--- config.mk ---
export PLATFORM = sky130hd
export DESIGN_NAME = muldiv_unit_flat
export DESIGN_NICKNAME = d
export VERILOG_FILES = /design/src/rtl/muldiv_pkg.sv /design/src/rtl/muldiv_if.sv /design/src/rtl/muldiv_signfix.sv /design/src/rtl/muldiv_unit.sv /design/src/flat_wrapper.sv
export SDC_FILE = /design/constraint.sdc
export NUM_CORES = 1
export LEC_CHECK = 0
export CAP_MARGIN = 20
export CORE_UTILIZATION = 50
export DETAILED_ROUTE_END_ITERATION = 10
export PLACE_DENSITY_LB_ADDON = 0.1
export RECOVER_POWER = 100
export SYNTH_ARGS = -nofsm -noshare
export SYNTH_HDL_FRONTEND = slang
export SYNTH_SLANG_ARGS = --single-unit
export TNS_END_PERCENT = 1
--- constraint.sdc ---
create_clock -name clk -period 3.64 [get_ports clk]
set_input_delay 0.364 -clock clk [delete_from_list [all_inputs] [get_ports clk]]
set_output_delay 0.364 -clock clk [all_outputs]
set_load 0.05 [all_outputs]
--- src/rtl/muldiv_pkg.sv ---
// -----------------------------------------------------------------------------
// muldiv_pkg
// Shared constants and types for the iterative RV32M multiply/divide unit:
// funct3 encodings, the control FSM state type and the iteration count.
// -----------------------------------------------------------------------------
package muldiv_pkg;

    localparam logic [2:0] F3_MUL    = 3'b000;
    localparam logic [2:0] F3_MULH   = 3'b001;
    localparam logic [2:0] F3_MULHSU = 3'b010;
    localparam logic [2:0] F3_MULHU  = 3'b011;
    localparam logic [2:0] F3_DIV    = 3'b100;
    localparam logic [2:0] F3_DIVU   = 3'b101;
    localparam logic [2:0] F3_REM    = 3'b110;
    localparam logic [2:0] F3_REMU   = 3'b111;

    // One radix-2 step per clock over a 32-bit operand.
    localparam int ITER_CNT = 32;
    localparam int CNT_W    = 6;

    typedef enum logic [1:0] {
        ST_IDLE = 2'd0,
        ST_CALC = 2'd1,
        ST_FIX  = 2'd2,
        ST_DONE = 2'd3
    } muldiv_state_t;

endpackage

--- src/rtl/muldiv_if.sv ---
// -----------------------------------------------------------------------------
// muldiv_if
// Request/response bundle between execute-stage control (master) and the
// multiply/divide unit (slave).
//   start, kill          : request and abort
//   funct3, op_a, op_b   : RV32M op and register operands
//   rd_in                : destination register of the request
//   busy, done           : pipeline hold and single-cycle writeback strobe
//   result, rd_out       : writeback data and register number
// -----------------------------------------------------------------------------
interface muldiv_if #(
    parameter int XLEN = 32
);
    logic            start;
    logic            kill;
    logic [2:0]      funct3;
    logic [XLEN-1:0] op_a;
    logic [XLEN-1:0] op_b;
    logic [4:0]      rd_in;
    logic            busy;
    logic            done;
    logic [XLEN-1:0] result;
    logic [4:0]      rd_out;

    modport master (
        output start, kill, funct3, op_a, op_b, rd_in,
        input  busy, done, result, rd_out
    );

    modport slave (
        input  start, kill, funct3, op_a, op_b, rd_in,
        output busy, done, result, rd_out
    );
endinterface

--- src/rtl/muldiv_signfix.sv ---
// -----------------------------------------------------------------------------
// muldiv_signfix
// Combinational operand conditioning at accept time. Converts the operands to
// magnitudes according to the signedness of the RV32M op and reports whether
// the final result has to be negated.
//   funct3_i       : RV32M op
//   op_a_i, op_b_i : raw register operands
//   mag_a_o/_b_o   : operand magnitudes fed to the unsigned datapath
//   neg_o          : result sign (product / quotient: sa^sb, remainder: sa)
// -----------------------------------------------------------------------------
module muldiv_signfix
    import muldiv_pkg::*;
#(
    parameter int XLEN = 32
) (
    input  logic [2:0]      funct3_i,
    input  logic [XLEN-1:0] op_a_i,
    input  logic [XLEN-1:0] op_b_i,
    output logic [XLEN-1:0] mag_a_o,
    output logic [XLEN-1:0] mag_b_o,
    output logic            neg_o
);

    logic sign_a;
    logic sign_b;

    // NOTE: every signal written here gets a default first, so no path through
    // the case statement can leave one unassigned and infer a latch.
    always_comb begin
        sign_a = 1'b0;
        sign_b = 1'b0;
        case (funct3_i)
            F3_MULH, F3_DIV, F3_REM: begin
                sign_a = op_a_i[XLEN-1];
                sign_b = op_b_i[XLEN-1];
            end
            F3_MULHSU: sign_a = op_a_i[XLEN-1];
            default:   ;
        endcase

        mag_a_o = sign_a ? -op_a_i : op_a_i;
        mag_b_o = sign_b ? -op_b_i : op_b_i;
        neg_o   = (funct3_i == F3_REM) ? sign_a : (sign_a ^ sign_b);
    end

endmodule

--- src/rtl/muldiv_unit.sv ---
// -----------------------------------------------------------------------------
// muldiv_unit
// Iterative RV32M multiply/divide unit. One radix-2 datapath shared by MUL*,
// DIV* and REM*: 32 CALC iterations, one FIX cycle for sign and word select,
// then a one-cycle DONE strobe. Divide-by-zero and signed overflow are
// resolved at accept and go straight to DONE.
//   clk, rst_n : clock, asynchronous active-low reset
//   bus        : muldiv_if slave (start/kill/funct3/op_a/op_b/rd_in in,
//                busy/done/result/rd_out out, all outputs registered)
// -----------------------------------------------------------------------------
module muldiv_unit
    import muldiv_pkg::*;
#(
    parameter int XLEN = 32
) (
    input logic     clk,
    input logic     rst_n,
    muldiv_if.slave bus
);

    muldiv_state_t     state_q,  state_d;
    logic [CNT_W-1:0]  cnt_q,    cnt_d;
    logic [2:0]        f3_q,     f3_d;
    logic [4:0]        rd_q,     rd_d;
    logic [XLEN-1:0]   a_q,      a_d;      // multiplicand magnitude
    logic [XLEN-1:0]   b_q,      b_d;      // divisor magnitude
    logic              neg_q,    neg_d;
    logic [2*XLEN-1:0] acc_q,    acc_d;    // product, or dividend/quotient in low half
    logic [XLEN-1:0]   rem_q,    rem_d;    // divide partial remainder
    logic [XLEN-1:0]   result_q, result_d;
    logic [4:0]        rd_out_q, rd_out_d;

    logic [XLEN-1:0]   mag_a;
    logic [XLEN-1:0]   mag_b;
    logic              neg;

    muldiv_signfix #(.XLEN(XLEN)) u_signfix (
        .funct3_i (bus.funct3),
        .op_a_i   (bus.op_a),
        .op_b_i   (bus.op_b),
        .mag_a_o  (mag_a),
        .mag_b_o  (mag_b),
        .neg_o    (neg)
    );

    // funct3[2] selects division, [1] picks remainder, [0] clear means signed.
    logic            is_div;
    logic            is_rem;
    logic            div_zero;
    logic            div_ovf;
    logic [XLEN-1:0] special_res;

    assign is_div   = bus.funct3[2];
    assign is_rem   = bus.funct3[1];
    assign div_zero = is_div && (bus.op_b == '0);
    assign div_ovf  = is_div && !bus.funct3[0]
                      && (bus.op_a == {1'b1, {(XLEN-1){1'b0}}})
                      && (bus.op_b == '1);
    assign special_res = div_zero ? (is_rem ? bus.op_a : '1)
                                  : (is_rem ? '0 : {1'b1, {(XLEN-1){1'b0}}});

    logic [XLEN:0]     part_rem;   // 33-bit shifted partial remainder
    logic [XLEN:0]     diff;
    logic [XLEN:0]     mul_sum;
    logic [2*XLEN-1:0] prod;
    logic [XLEN-1:0]   quo;
    logic [XLEN-1:0]   rem_val;

    always_comb begin
        state_d  = state_q;
        cnt_d    = cnt_q;
        f3_d     = f3_q;
        rd_d     = rd_q;
        a_d      = a_q;
        b_d      = b_q;
        neg_d    = neg_q;
        acc_d    = acc_q;
        rem_d    = rem_q;
        result_d = result_q;
        rd_out_d = rd_out_q;

        part_rem = {rem_q, acc_q[XLEN-1]};
        diff     = part_rem - {1'b0, b_q};
        mul_sum  = {1'b0, acc_q[2*XLEN-1:XLEN]} + (acc_q[0] ? {1'b0, a_q} : '0);
        prod     = neg_q ? -acc_q : acc_q;
        quo      = neg_q ? -acc_q[XLEN-1:0] : acc_q[XLEN-1:0];
        rem_val  = neg_q ? -rem_q : rem_q;

        if (bus.kill) begin
            state_d = ST_IDLE;
        end else begin
            case (state_q)
                ST_IDLE, ST_DONE: begin
                    state_d = ST_IDLE;
                    if (bus.start) begin
                        f3_d  = bus.funct3;
                        rd_d  = bus.rd_in;
                        a_d   = mag_a;
                        b_d   = mag_b;
                        neg_d = neg;
                        rem_d = '0;
                        cnt_d = '0;
                        // Divide shifts the dividend out of the low half;
                        // multiply shifts the multiplier out of it.
                        acc_d = {{XLEN{1'b0}}, is_div ? mag_a : mag_b};
                        if (div_zero || div_ovf) begin
                            state_d  = ST_DONE;
                            result_d = special_res;
                            rd_out_d = bus.rd_in;
                        end else begin
                            state_d = ST_CALC;
                        end
                    end
                end
                ST_CALC: begin
                    if (f3_q[2]) begin
                        // Restoring step: a borrow in diff means divisor did
                        // not fit, so keep the shifted remainder and shift a 0.
                        rem_d = diff[XLEN] ? part_rem[XLEN-1:0] : diff[XLEN-1:0];
                        acc_d = {acc_q[2*XLEN-1:XLEN], acc_q[XLEN-2:0], ~diff[XLEN]};
                    end else begin
                        acc_d = {mul_sum, acc_q[XLEN-1:1]};
                    end
                    cnt_d = cnt_q + 1'b1;
                    if (cnt_q == CNT_W'(ITER_CNT - 1)) begin
                        state_d = ST_FIX;
                    end
                end
                ST_FIX: begin
                    case (f3_q)
                        F3_MUL:                        result_d = prod[XLEN-1:0];
                        F3_MULH, F3_MULHSU, F3_MULHU:  result_d = prod[2*XLEN-1:XLEN];
                        F3_DIV, F3_DIVU:               result_d = quo;
                        default:                       result_d = rem_val;
                    endcase
                    rd_out_d = rd_q;
                    state_d  = ST_DONE;
                end
                default: state_d = ST_IDLE;
            endcase
        end
    end

    // NOTE: state updates use non-blocking assignments so every flop samples
    // the pre-edge values, independent of statement order.
    always_ff @(posedge clk or negedge rst_n) begin
        if (!rst_n) begin
            state_q  <= ST_IDLE;
            cnt_q    <= '0;
            f3_q     <= '0;
            rd_q     <= '0;
            a_q      <= '0;
            b_q      <= '0;
            neg_q    <= 1'b0;
            acc_q    <= '0;
            rem_q    <= '0;
            result_q <= '0;
            rd_out_q <= '0;
        end else begin
            state_q  <= state_d;
            cnt_q    <= cnt_d;
            f3_q     <= f3_d;
            rd_q     <= rd_d;
            a_q      <= a_d;
            b_q      <= b_d;
            neg_q    <= neg_d;
            acc_q    <= acc_d;
            rem_q    <= rem_d;
            result_q <= result_d;
            rd_out_q <= rd_out_d;
        end
    end

    assign bus.busy   = (state_q == ST_CALC) || (state_q == ST_FIX);
    assign bus.done   = (state_q == ST_DONE);
    assign bus.result = result_q;
    assign bus.rd_out = rd_out_q;

endmodule

--- src/flat_wrapper.sv ---
// flat-port wrapper written by rule: the top's interface ports become plain ports
module muldiv_unit_flat import muldiv_pkg::*;
#(
    parameter int XLEN = 32
)
  (clk, rst_n, bus_start, bus_kill, bus_funct3, bus_op_a, bus_op_b, bus_rd_in, bus_busy, bus_done, bus_result, bus_rd_out);
  muldiv_if #(.XLEN(XLEN)) bus_i ();
  input logic clk;
  input logic rst_n;
  input wire logic [$bits(bus_i.start)-1:0] bus_start;
  input wire logic [$bits(bus_i.kill)-1:0] bus_kill;
  input wire logic [$bits(bus_i.funct3)-1:0] bus_funct3;
  input wire logic [$bits(bus_i.op_a)-1:0] bus_op_a;
  input wire logic [$bits(bus_i.op_b)-1:0] bus_op_b;
  input wire logic [$bits(bus_i.rd_in)-1:0] bus_rd_in;
  output wire logic [$bits(bus_i.busy)-1:0] bus_busy;
  output wire logic [$bits(bus_i.done)-1:0] bus_done;
  output wire logic [$bits(bus_i.result)-1:0] bus_result;
  output wire logic [$bits(bus_i.rd_out)-1:0] bus_rd_out;
  assign bus_i.start = bus_start;
  assign bus_i.kill = bus_kill;
  assign bus_i.funct3 = bus_funct3;
  assign bus_i.op_a = bus_op_a;
  assign bus_i.op_b = bus_op_b;
  assign bus_i.rd_in = bus_rd_in;
  assign bus_busy = bus_i.busy;
  assign bus_done = bus_i.done;
  assign bus_result = bus_i.result;
  assign bus_rd_out = bus_i.rd_out;
  muldiv_unit #(.XLEN(XLEN)) u_core (.clk(clk), .rst_n(rst_n), .bus(bus_i));
endmodule
==> metrics.md <==
| Metric | Value |
|---|---|
| Outcome | finished, violations left |
| Violated checks | capacitance limit, slew limit |
| Routed len/inst | 22.6 um |
| CP peak stage delay | 0.57 ns |
| Buf/Inv on CP | 1 |
| Post-synthesis register bit count | 214 |
| Power per Cell Area | 538 nW/um^2 |
| Crit Path Max Fanout | 6 |
| Root Driver | clkbuf_16 |
| Ports | 115 |
| Syn nets | 2213 |
| CTS tree | built |
| Cell area after layout | 20300 sq um |
| Detailed placer's ending HPWL | 47.6 mm |
| Gr usage total | 35.4% |
| Max-cap violations | 2 |
| Worst Skew | 0.0137 ns |
| Maximum vdd ir drop | 432 uV |
| Overflow left after global routing | 0 |
| Slew Limit Fails | 92 |
| Post-route setup slack | 0.113 ns |
| CP most frequent cell | or4_4 |
| EDFF count, synth | 0 |
| Worst-Skew Late Latency | 0.56 ns |
| Chip Height | 186 um |
| Fin crit share | 96.9% |
| Top cells by area, synth | dfrtp_1 (32%), o21ai_0 (7.2%), nand2_1 (6.2%), xor2_1 (5.9%), ha_1 (5.4%) |
| CP top delay family | simple AND/OR/NAND/NOR gates |
| Worst Max-Slew Pin Slew | 2.57 ns |
| Multi-input logic area | 10900 sq um |
| # DRC | 0 |
| Top cell type's share of synthesized area | 31.5% |
| Final-layout fill cell count | 2958 |
| Synth-to-Final Area Change | 19.5% |
| CTS Buffer Depth | 3 |
| Final core utilization | 60.7% |
| Routed vias/inst | 6.14 |
| Synth area leader | dfrtp_1 |
| Largest family of logic cells by synthesized area | compound AO/OA/AOI/OAI gates |
| F_max | 284 MHz |
| Critical path class | reg -> reg |
| Placed instance area | 19500 sq um |
| Min cycle time layout | 3.53 ns |
| Clk sink count | 214 |
| Commonest non-fill, non-tap cell in the layout | nand2_1 |
| Register area | 5360 sq um |
| Post-synthesis sequential area ratio | 31.5% |
| Nets | 2390 |
| Initial Utilization | 50.7% |
| Synth Area in Compound Gates | 24.7% |
| Pre-antenna DRT Iters | 6 |
| DP Worst Slack | -0.0740 ns |
| Asr flop ratio synth | 100% |
| First-pass GRT wire length | 92.8 mm |
| Port bufs | 114 |
| Layout cells sized above 1 | 10.4% |
| ANT cells | 0 |
| Worst Setup Start Kind | flip-flop |
| Initial antenna violation count | 0 |
| Most frequent cells in the layout | nand2_1 (280), o21ai_0 (251), dfrtp_1 (212) |
| Setup bufs post-CTS | 0 |
| Lkg Pwr | 0.00904 uW |
| Mux contribution to synthesized area | 6.19% |
| Critical path arrival | 3.96 ns |
| Final setup fails | 0 |
| Xor and xnor fraction of the mapped netlist area | 10.2% |
| Synth cell types | 79 |
| RSZ-0062 raised after global routing | false |
| Final hold viol count | 0 |
| Area of the mapped netlist | 17000 sq um |
| Simple-gate share of the synthesized area | 17.5% |
| Avg Cell Area, Syn | 8.23 sq um |
| Main flop type after synthesis | dfrtp_1 |
| Syn Inst Count | 2062 |
| Total wire length | 61.3 mm |
| Gp weighted congestion | 0.984 |
| Crit. End Element | flip-flop |
| Clock-pin slew on the worst setup and hold paths | 0.06 ns |
| Setup Total Neg Slack | 0 ns |
| Core area | 33400 sq um |
| Worst path required time | 4.07 ns |
| Die X-Extent | 186 um |
| H-tree levels | 1 |
| Vias in the first global route | 15347 |
| TritonCTS buffer count | 28 |
| Cell Rows | 67 |
| Detailed-route via count | 16627 |
| Hold Path Class | in -> reg |
| Routed Antenna Nets | 0 |
| Slowest CP cell | or4_4 |
| Adder-Cell Fraction of Synth Area | 5.62% |
| Worst slew margin relative to its limit | -71.6% |
| Die footprint | 34700 sq um |
| Worst-path cell chain | or4_4 > or3_4 > or4_4 > or3b_1 > clkbuf_2 > o31ai_2 > xnor2_1 > a221oi_2 > o21ai_0 |
| First DRT Iteration DRCs | 1605 |
| Largest net degree at the start of global routing | 94 |
| Synth warnings | 0 |
==> state kept, by name (all words and copies together), names as in the netlist <==
signal / flops
u_core.acc_q: 64
u_core.a_q: 32
u_core.b_q: 32
u_core.bus.result: 32
u_core.rem_q: 32
u_core.cnt_q: 6
u_core.bus.rd_out: 5
u_core.rd_q: 5
u_core.f3_q: 3
u_core.state_q: 2
u_core.neg_q: 1
==> layer usage <==
metal / vias up / track usage (%) / wire length [um]
met1: 7926 / 51.1 / 27800
met5: - / 0 / 0
li1: 7834 / - / -
met2: 735 / 51.9 / 25800
met3: 132 / 7.46 / 5360
met4: 0 / 12.5 / 2390
==> tightest hold or removal path: stages <==
cell and delay [ns]:
buf_2 0.20, mux2i_1 0.15, o21ai_0 0.13, o21ai_0 0.07
==> through the flow <==
stage | power [uW] | hold WS (ns) | cells
after floorplan | 6350 | 0.0684 | 2062
after global placement | 8060 | 0.452 | 2656
after detailed placement | 8130 | 0.455 | 2656
after CTS | 10900 | 0.386 | 2708
after global routing | 11500 | 0.435 | 2708
final | 10900 | 0.407 | 2708
==> area by class of cell <==
cell class	instances	share of cell area, %
clock buffers	43	4.08
clock inverters	8	0.339
inverters	66	1.22
multi-input cells	1660	53.9
flip-flops and latches	214	26.4
well taps	448	2.76
repair buffers	269	11.3
==> cell usage after synthesis (all sizes together) (4+ instances only) <==
cell type	number
a211oi	11
a21o	30
a21oi	119
a221oi	7
a22o	33
a22oi	5
a31oi	15
and2	40
and3	7
and4	4
buf	14
clkbuf	108
dfrtp	214
ha	73
inv	65
mux2	16
mux2i	87
nand2	281
nand2b	24
nand3	32
nand3b	5
nand4	13
nor2	100
nor2b	16
nor3	19
nor4	18
o2111ai	5
o211ai	11
o21a	10
o21ai	261
o21bai	8
o221ai	15
o22ai	25
o31a	4
o31ai	44
o41ai	24
or2	9
or3	28
or4	17
or4b	4
xnor2	83
xor2	115
==> kinds of logic (layout without fill, tap and decap cells) <==
family                     count (synthesis)  count (layout)
xor gates and xnor gates                 198             198
DFF                                      214             214
buffers and inverters                    188             386
AOI/OAI and AO/OA                        662             662
muxes                                    103             103
adders and majority gates                 75              75
and+or+nand+nor                          622             622
==> worst paths after layout <==
| kind | startpoint | endpoint | slack [ns] | depth (start not counted) |
|---|---|---|---|---|
| worst max-delay path | u_core.acc_q[10] | u_core.bus.result[19] | 0.11 | 9 |
| worst min-delay path | bus_funct3[2] | u_core.acc_q[24] | 0.41 | 4 |
| worst max register to register | u_core.acc_q[10] | u_core.bus.result[19] | 0.11 | 9 |
| worst min register to register | u_core.bus.rd_out[3] | u_core.bus.rd_out[3] | 0.47 | 2 |
| max in group asynchronous | rst_n | u_core.b_q[24] | 0.77 | 3 |
| min in group asynchronous | rst_n | u_core.rem_q[10] | 1.13 | 2 |
==> timing repair <==
| action | CTS | global route |
|---|---|---|
| hold endpoints to repair | 89 | 0 |
| endpoints found under the setup margin | 0 | 8 |
| hold buffers | 1 | 0 |
| resized for setup | 0 | 6 |
==> power breakdown <==
group	internal (uW)	switching, uW
registers	2900	476
clock network	1630	1120
logic	1820	2970
total	6350	4570
Power figures use the tool's default switching activity.
